<file path="src/rtl/alu_pkg.sv">
// Shared definitions for the ALU sequencer, its wait counter and the ALU top level.
package alu_pkg;

  localparam int unsigned STATE_W = 3;
  localparam int unsigned OP_W    = 4;
  localparam int unsigned DATA_W  = 8;
  localparam int unsigned CNT_W   = 4;

  typedef enum logic [STATE_W-1:0] {
    ST_IDLE  = 3'd0,
    ST_GOT_A = 3'd1,
    ST_GOT_B = 3'd2,
    ST_EXEC  = 3'd3,
    ST_WAIT  = 3'd4,
    ST_DONE  = 3'd5
  } state_t;

endpackage

</file>
<file path="src/rtl/seq_wait_counter.sv">
// Down-counter timing the WAIT phase: load, decrement, zero flag.
module seq_wait_counter
  import alu_pkg::*;
(
  input  logic             clk,
  input  logic             rst,
  input  logic             i_load,
  input  logic [CNT_W-1:0] i_load_val,
  input  logic             i_dec,
  output logic             o_zero
);

  logic [CNT_W-1:0] r_count;

  // Count register; load has priority, decrement saturates at zero.
  always_ff @(posedge clk or posedge rst) begin
    if (rst) begin
      r_count <= '0;
    end else if (i_load) begin
      r_count <= i_load_val;
    end else if (i_dec && (r_count != '0)) begin
      r_count <= r_count - CNT_W'(1);
    end
  end

  assign o_zero = (r_count == '0);

endmodule

</file>
<file path="src/rtl/alu_sequencer.sv">
// Steps operands and op code from switches into an external ALU, strobes it,
// waits EXEC_WAIT cycles and captures the result.
module alu_sequencer
  import alu_pkg::*;
#(
  parameter int unsigned EXEC_WAIT = 2
) (
  input  logic               clk,
  input  logic               reset,
  input  logic [DATA_W-1:0]  data,
  input  logic [OP_W-1:0]    op_sel,
  input  logic               step,
  input  logic               chain,
  input  logic               clear,
  input  logic [DATA_W-1:0]  alu_y,
  output logic [DATA_W-1:0]  alu_a,
  output logic [DATA_W-1:0]  alu_b,
  output logic [OP_W-1:0]    alu_op,
  output logic               alu_perform,
  output logic [DATA_W-1:0]  result,
  output logic [STATE_W-1:0] phase,
  output logic               busy,
  output logic               done
);

  // The counter holds the number of WAIT cycles still to go after the
  // current one, so the capture happens in the WAIT cycle where it reads zero.
  localparam logic [CNT_W-1:0] WAIT_LOAD = CNT_W'(EXEC_WAIT - 1);

  state_t             r_state;
  state_t             w_next_state;
  logic [DATA_W-1:0]  r_alu_a;
  logic [DATA_W-1:0]  r_alu_b;
  logic [OP_W-1:0]    r_alu_op;
  logic [DATA_W-1:0]  r_result;

  logic w_ld_a_data;
  logic w_ld_a_res;
  logic w_ld_b;
  logic w_ld_op;
  logic w_capture;
  logic w_cnt_load;
  logic w_cnt_dec;
  logic w_cnt_zero;

  seq_wait_counter u_wait_counter (
    .clk        (clk),
    .rst        (reset),
    .i_load     (w_cnt_load),
    .i_load_val (WAIT_LOAD),
    .i_dec      (w_cnt_dec),
    .o_zero     (w_cnt_zero)
  );

  // State register.
  always_ff @(posedge clk or posedge reset) begin
    if (reset) begin
      r_state <= ST_IDLE;
    end else begin
      r_state <= w_next_state;
    end
  end

  // Next-state and register-load decode; clear overrides every transition.
  always_comb begin
    w_next_state = r_state;
    w_ld_a_data  = 1'b0;
    w_ld_a_res   = 1'b0;
    w_ld_b       = 1'b0;
    w_ld_op      = 1'b0;
    w_capture    = 1'b0;
    w_cnt_load   = 1'b0;
    w_cnt_dec    = 1'b0;
    if (clear) begin
      w_next_state = ST_IDLE;
    end else begin
      case (r_state)
        ST_IDLE: begin
          if (step) begin
            w_ld_a_data  = 1'b1;
            w_next_state = ST_GOT_A;
          end
        end
        ST_GOT_A: begin
          if (step) begin
            w_ld_b       = 1'b1;
            w_next_state = ST_GOT_B;
          end
        end
        ST_GOT_B: begin
          if (step) begin
            w_ld_op      = 1'b1;
            w_next_state = ST_EXEC;
          end
        end
        ST_EXEC: begin
          w_cnt_load   = 1'b1;
          w_next_state = ST_WAIT;
        end
        ST_WAIT: begin
          if (w_cnt_zero) begin
            w_capture    = 1'b1;
            w_next_state = ST_DONE;
          end else begin
            w_cnt_dec = 1'b1;
          end
        end
        ST_DONE: begin
          if (step) begin
            if (chain) begin
              w_ld_a_res   = 1'b1;
              w_next_state = ST_GOT_A;
            end else begin
              w_next_state = ST_IDLE;
            end
          end
        end
        default: w_next_state = ST_IDLE;
      endcase
    end
  end

  // Operand, op and result registers; they move only on the decoded loads.
  always_ff @(posedge clk or posedge reset) begin
    if (reset) begin
      r_alu_a  <= '0;
      r_alu_b  <= '0;
      r_alu_op <= '0;
      r_result <= '0;
    end else begin
      if (w_ld_a_data) begin
        r_alu_a <= data;
      end else if (w_ld_a_res) begin
        r_alu_a <= r_result;
      end
      if (w_ld_b) begin
        r_alu_b <= data;
      end
      if (w_ld_op) begin
        r_alu_op <= op_sel;
      end
      if (w_capture) begin
        r_result <= alu_y;
      end
    end
  end

  assign alu_a       = r_alu_a;
  assign alu_b       = r_alu_b;
  assign alu_op      = r_alu_op;
  assign result      = r_result;
  assign phase       = r_state;
  assign alu_perform = (r_state == ST_EXEC);
  assign busy        = (r_state == ST_EXEC) || (r_state == ST_WAIT);
  assign done        = (r_state == ST_DONE);

endmodule

</file>
<file path="config.mk">
export PLATFORM = sky130hd
export DESIGN_NAME = alu_sequencer
export DESIGN_NICKNAME = d
export VERILOG_FILES = /design/src/rtl/alu_pkg.sv /design/src/rtl/seq_wait_counter.sv /design/src/rtl/alu_sequencer.sv
export SDC_FILE = /design/constraint.sdc
export NUM_CORES = 1
export LEC_CHECK = 0
export ABC_AREA = 1
export ABC_CLOCK_PERIOD_IN_PS = 1600
export CAP_MARGIN = 20
export CORE_UTILIZATION = 45
export DETAILED_ROUTE_END_ITERATION = 6
export PLACE_DENSITY = 0.79
export SETUP_SLACK_MARGIN = 0.4
export SYNTH_ARGS = -nofsm -noshare
export SYNTH_HDL_FRONTEND = slang
export SYNTH_SLANG_ARGS = --single-unit
</file>
<file path="constraint.sdc">
create_clock -name clk -period 1.6 [get_ports clk]
set_input_delay 0.32 -clock clk [delete_from_list [all_inputs] [get_ports clk]]
set_output_delay 0.32 -clock clk [all_outputs]
set_load 0.005 [all_outputs]
</file>
==> impl_metrics.tcl, run 1 <==
set metrics [dict create \
    clockBufferDepth 2 \
    startpoint "phase[1]" \
    place_inst 343 \
    syn_inst 226 \
    antenna_left 0 \
    max_freq_ghz 0.634 \
    port_buffers 58 \
    post_drt_wl_per_cell_microns 15.3 \
    synth_largest_area_cell "dfrtp_1" \
    first_pass_iters 4 \
    crit_arrival_ns 1.26 \
    seq_area_sq_um 877 \
    routed_via_density 5.21 \
    antenna_found_initial 0 \
    worst_pin_slew_ns 0.304 \
    ys_seq_area_share_pct 50.6 \
    grt_pass1_vias 2066 \
    post_layout_nonfiller_instances 402 \
    setup_viol 0 \
    place.gp.congestion 0.905 \
    wl_mm 6.17 \
    h-tree-depth 2 \
    cts-root-buf "clkbuf_8" \
    ys_warn_count 0 \
    finalHoldViolations 0 \
    cellLeakagePower_nw 1.73 \
    cts.sinks 35 \
    synth_area_sq_um 1730 \
    report.final.slew_viol_count 0 \
    die_y_microns 64.0 \
    num-fill-cells 198 \
    drv_cap 0 \
    power_mw 5.33 \
    pin_count 59 \
    period_minus_slack_ns 1.58 \
    drive_above_1_share_pct 46.0 \
    grt-ovfl-total 0 \
    power_per_cell_area_nw_per_um2 1690 \
    rr_startpoint "phase[1]" \
    synth.avg_cell_area_sq_um 7.66 \
    crit_type "reg -> out" \
    clock_latency_ns 0.29 \
    critPathRequiredTime_ns 1.28 \
    clkTransAtPathRegs_ns 0.07 \
    yosysTopAreaCellShare_pct 50.6 \
    multi_input_area_sq_um 971 \
    rsz0062_at_grt "yes" \
    coreArea_sq_um 3660 \
    cts_made_buffers 5 \
    peakVddDrop_mv 1.08 \
    dp_hpwl_mm 2.98 \
    skew_ns 0.00767 \
    syn_to_final_growth_pct 82.9 \
    fin_crit_sh_pct 98.6 \
    drc_errors 0 \
    drt_iter0_markers 95 \
    end_kind "primary output" \
    final_nets 379 \
    grt_usage_pct 30.9 \
    synth_cell_types 20 \
    cts_tree "yes" \
    grt_max_degree 36 \
    grt_pass1_wl_mm 9.46 \
    syn_nets 252 \
    synthTopCellsByArea "dfrtp_1 51%, nand2_1 22%, nand3_1 8.7%" \
    critPathLaunchType "flip-flop" \
    core.rowCount 22 \
    slew_headroom_pct 79.8 \
    dieArea_sq_um 4100 \
    synth_seq_cells 35 \
    min_path_type "in -> async" \
    diodes 0 \
    initial_core_util_pct 47.3 \
    dr_total_vias 2093 \
    cp_max_fo 3 \
    die_x_microns 64.0 \
    outcome "completed" \
]
-- per-stage QoR --
stage | util [%] | setup slack [ns] | instance area (sq um) | TNS, ns | hold WS (ns)
finish | 86.4 | 0.0218 | 3160 | 0 | 0.374
global route | 86.4 | -0.0224 | 3160 | -0.0544 | 0.411
CTS | 83.4 | 0.0681 | 3050 | 0 | 0.388
detailed placement | 68.6 | -0.153 | 2510 | -1.32 | 0.459
global placement | 68.6 | -0.108 | 2510 | -0.814 | 0.454
floorplan | - | 0.381 | 1780 | 0 | 0.463
-- logic make-up (layout without fill, tap and decap cells) --
logic type	after synthesis	in the layout	share of synthesized area (%)
fa+ha+maj	1	1	0.723
buf+inv	28	155	6.72
simple gates	147	148	36.9
compound gates	14	14	4.55
xor+xnor	1	1	0.506
flops	35	35	50.6
-- placed cells by master (no fill, tap or decap), types with 2 or more instances in the layout --
cell / n
nand3_1: 24
clkdlybuf4s50_1: 22
buf_2: 15
nand2_2: 22
nand2_1: 76
inv_1: 16
o21ai_2: 3
inv_2: 5
o21ai_1: 5
nor2_4: 5
buf_4: 42
dfrtp_1: 34
nand4_4: 2
clkbuf_8: 5
bufinv_16: 2
buf_12: 2
nand3_2: 5
nor2_1: 3
dlygate4sd2_1: 2
nand2_8: 2
a21oi_1: 3
buf_6: 24
nand4_1: 3
nand2_4: 3
clkbuf_2: 16
-- routing by layer --
| layer | up-vias | track usage (%) | share of wire (%) |
|---|---|---|---|
| li1 | 976 | - | - |
| met1 | 998 | 34.3 | 38 |
| met2 | 88 | 54.9 | 52 |
| met3 | 31 | 5.54 | 5.3 |
| met4 | 0 | 17.6 | 4.6 |
| met5 | - | 0 | 0 |
-- power breakdown --
| group | internal (mW) | switching, mW |
|---|---|---|
| clock | 0.623 | 0.324 |
| sequential | 1.25 | 0.231 |
| combinational | 1.48 | 1.42 |
| total | 3.36 | 1.97 |
-- final cells by class --
type / count / area share, %
flip-flops and latches: 35 / 27.7
inverters: 24 / 3.32
clock buffers: 6 / 2.29
multi-input cells: 164 / 30.7
well taps: 48 / 1.90
repair buffers: 123 / 32.2
clock inverters: 2 / 1.90
-- path summary, 6_finish.rpt --
path,end,slack [ns],cells past startpoint
worst min-delay path,phase[1],0.37,3
worst max register to register,phase[0],0.04,10
min in group clk,alu_op[3],0.49,2
worst max-delay path,busy,0.02,5
worst min register to register,alu_op[3],0.49,2
max in group asynchronous,phase[0],1.04,3
-- timing repair --
action	in CTS	in global routing
setup buffers	38	12
hold endpoints to repair	0	0
setup endpoints to repair	69	57
gates cloned	1	0
gates resized for setup	167	39
pin swaps	37	26
hold buffers	0	0
-- synthesized netlist by cell type --
cell type and count:
nor2_4 2, nand2_2 2, nand4_1 3, nor2_1 6
ha_1 1, nand4_4 1, xor2_1 1, inv_2 4
nand3_1 30, buf_6 1, buf_2 3, o21ai_0 9
dfrtp_1 35, a21o_1 1, nand2_1 101, nor2_2 1
nor3_1 1, a21oi_1 3, a21boi_2 1, inv_1 20
-- worst max-delay path, stage by stage (launching register included) --
cell and delay (ns):
dfrtp_1 0.38, buf_4 0.14, inv_4 0.05, nor3_4 0.18
a21o_1 0.11, buf_2 0.11
-- state kept, by name, indices dropped and copies added, names as in the netlist --
signal,flops
alu_op,4
alu_b,8
phase,3
result,8
u_wait_counter.r_count,4
alu_a,8
No activity file was read; power rests on OpenSTA's default activity.
==> run 2: changes to the inputs <==
Settings changed: CORE_UTILIZATION 45 to 41, PLACE_DENSITY 0.79 to 0.73.
==> run 2 against run 1 <==
Largest cell class is now multi-input gates. Setup slack gained 0.048 ns. Final area grew 2.5%. Sequential share of layout area shrank 0.68 points. Die area grew 9.4%. Fmax grew 3.1%. Sequential cell count is the same. Sequential power is essentially flat. Clock skew shrank 0.0057 ns. Clock-buffer cell count grew 1. Clock power shrank 34%. Power shrank 3.0%. Via count shrank 1.7%.
==> impl_metrics.tcl, run 2 (synthesis results as in run 1) <==
set metrics [dict create \
    power_mw 5.17 \
    power.internal_mw 3.12 \
    clockBufferDepth 2 \
    worst_pin_slew_ns 0.328 \
    outcome "completed" \
    finalSetupTns_ns 0 \
    port_buffers 58 \
    finalHoldViolations 0 \
    critPathRequiredTime_ns 1.28 \
    grt_usage_pct 24.0 \
    power.share.switching_pct 39.6 \
    grt_pass1_vias 1831 \
    wl_mm 6.08 \
    clkPwrFrac_pct 12.2 \
    drc_errors 0 \
    skew_ns 0.00194 \
    placed_area_sq_um 2560 \
    max_freq_ghz 0.653 \
    crit_arrival_ns 1.21 \
    startpoint "phase[0]" \
    coreArea_sq_um 4030 \
    dr_total_vias 2058 \
    cellLeakagePower_nw 1.72 \
    power_per_cell_area_nw_per_um2 1590 \
    rr_startpoint "phase[2]" \
    place.gp.congestion 0.844 \
    r2r_setup_slack_ns 0.12 \
    min_path_type "in -> async" \
    rsz0062_at_grt "yes" \
    fin_area_sq_um 3240 \
    drv_cap 0 \
    fin_crit_sh_pct 95.7 \
    switchingPower_mw 2.05 \
    slew_headroom_pct 78.1 \
    cp_max_fo 3 \
    dp_hpwl_mm 3.15 \
    cts-hold-fix-buffers 0 \
    crit_type "reg -> out" \
    p_seq_share_pct 28.9 \
    die_y_microns 67.0 \
    drive_above_1_share_pct 51.3 \
    antenna_found_initial 0 \
    antenna_left 0 \
    grt_pass1_wl_mm 7.99 \
    timing.hold.ws_ns 0.372 \
    post_drt_wl_per_cell_microns 14.9 \
    peakVddDrop_mv 0.828 \
    critPathLaunchType "flip-flop" \
    first_pass_iters 4 \
    diodes 0 \
    drt_iter0_markers 121 \
    most-common-layout-cells "67 x nand2_1, 43 x buf_4, 34 x dfrtp_1" \
    cts.sinks 35 \
    clock_latency_ns 0.29 \
    cts-root-buf "clkbuf_8" \
    cts_tree "yes" \
    cp-endpoint "done" \
    grt_max_degree 36 \
    initial_core_util_pct 43.0 \
    setup_viol 0 \
    h-tree-depth 2 \
    reg2reg_to "alu_a[1]" \
    rr_worst_depth 8 \
    final_common_cell "nand2_1" \
    report.final.slew_viol_count 0 \
    dieArea_sq_um 4480 \
    end_kind "primary output" \
    cts_made_buffers 5 \
    die_x_microns 67.0 \
    core.rowCount 23 \
    period_minus_slack_ns 1.53 \
    num-fill-cells 253 \
    pin_count 59 \
    syn_to_final_growth_pct 87.5 \
    routed_via_density 5.06 \
    combPwrFrac_pct 58.9 \
    clkTransAtPathRegs_ns 0.07 \
    grt-ovfl-total 0 \
    final_nets 382 \
]
[run 2: cell types whose count changed in the layout (fill, tap and decap cells not counted), sizes merged]
cell,before,now
clkinv,0,1
clkbuf,22,25
bufinv,2,0
buf,83,84
[run 2: critical path, stage by stage (launching register included)]
cell and delay (ns):
dfrtp_1 0.41, buf_6 0.14, buf_4 0.15, nand2_4 0.06, nor2_1 0.04, buf_2 0.11
[run 2: power groups by stage]
stage	combinational (mW)	clock, mW	sequential, mW
2_1_floorplan	0.898	0	1.52
3_3_place_gp	1.91	0	1.51
3_5_place_dp	1.96	0	1.52
4_1_cts	2.42	0.626	1.47
5_1_grt	3.30	0.664	1.53
6_report	3.05	0.629	1.50
[run 2: worst min path at each step]
stage	start	end	depth (start not counted)
2_1_floorplan	data[0]	alu_b[0]	2
3_3_place_gp	alu_op[1]	alu_op[1]	2
3_5_place_dp	alu_op[1]	alu_op[1]	2
4_1_cts	reset	u_wait_counter.r_count[0]	3
5_1_grt	reset	alu_a[4]	3
6_report	reset	u_wait_counter.r_count[0]	3
[run 2: per-layer routing]
| layer | wire, microns | global-route usage [%] | vias up |
|---|---|---|---|
| met5 | 0 | 0 | - |
| met4 | 148 | 11.2 | 0 |
| met3 | 239 | 7.36 | 18 |
| met2 | 3330 | 40.5 | 56 |
| met1 | 2360 | 27.5 | 1003 |
| li1 | - | - | 981 |
[run 2: cell type report]
cell class              count  area [sq um]  share of cell area, %
clock buffers               7          76.3                   2.35
clock inverters             1          5.00                  0.154
inverters                  24           108                   3.32
multi-input cells         164          1070                   32.9
flip-flops and latches     35           877                   27.0
well taps                  50          62.6                   1.93
repair buffers            126          1050                   32.4
[run 2: metrics by stage]
step           util (%)  worst slack (ns)  cells
2_1_floorplan         -             0.381    226
3_3_place_gp       63.6           -0.0392    350
4_1_cts            73.1             0.102    388
3_5_place_dp       63.6           -0.0727    350
6_report           80.5            0.0693    407
5_1_grt            80.5            0.0300    407
[run 2: timing repair]
action | in CTS | in global routing
setup buffers | 28 | 19
resized for setup | 146 | 87
cloned | 2 | 0
endpoints found under the setup margin | 69 | 60
pin swaps | 20 | 31
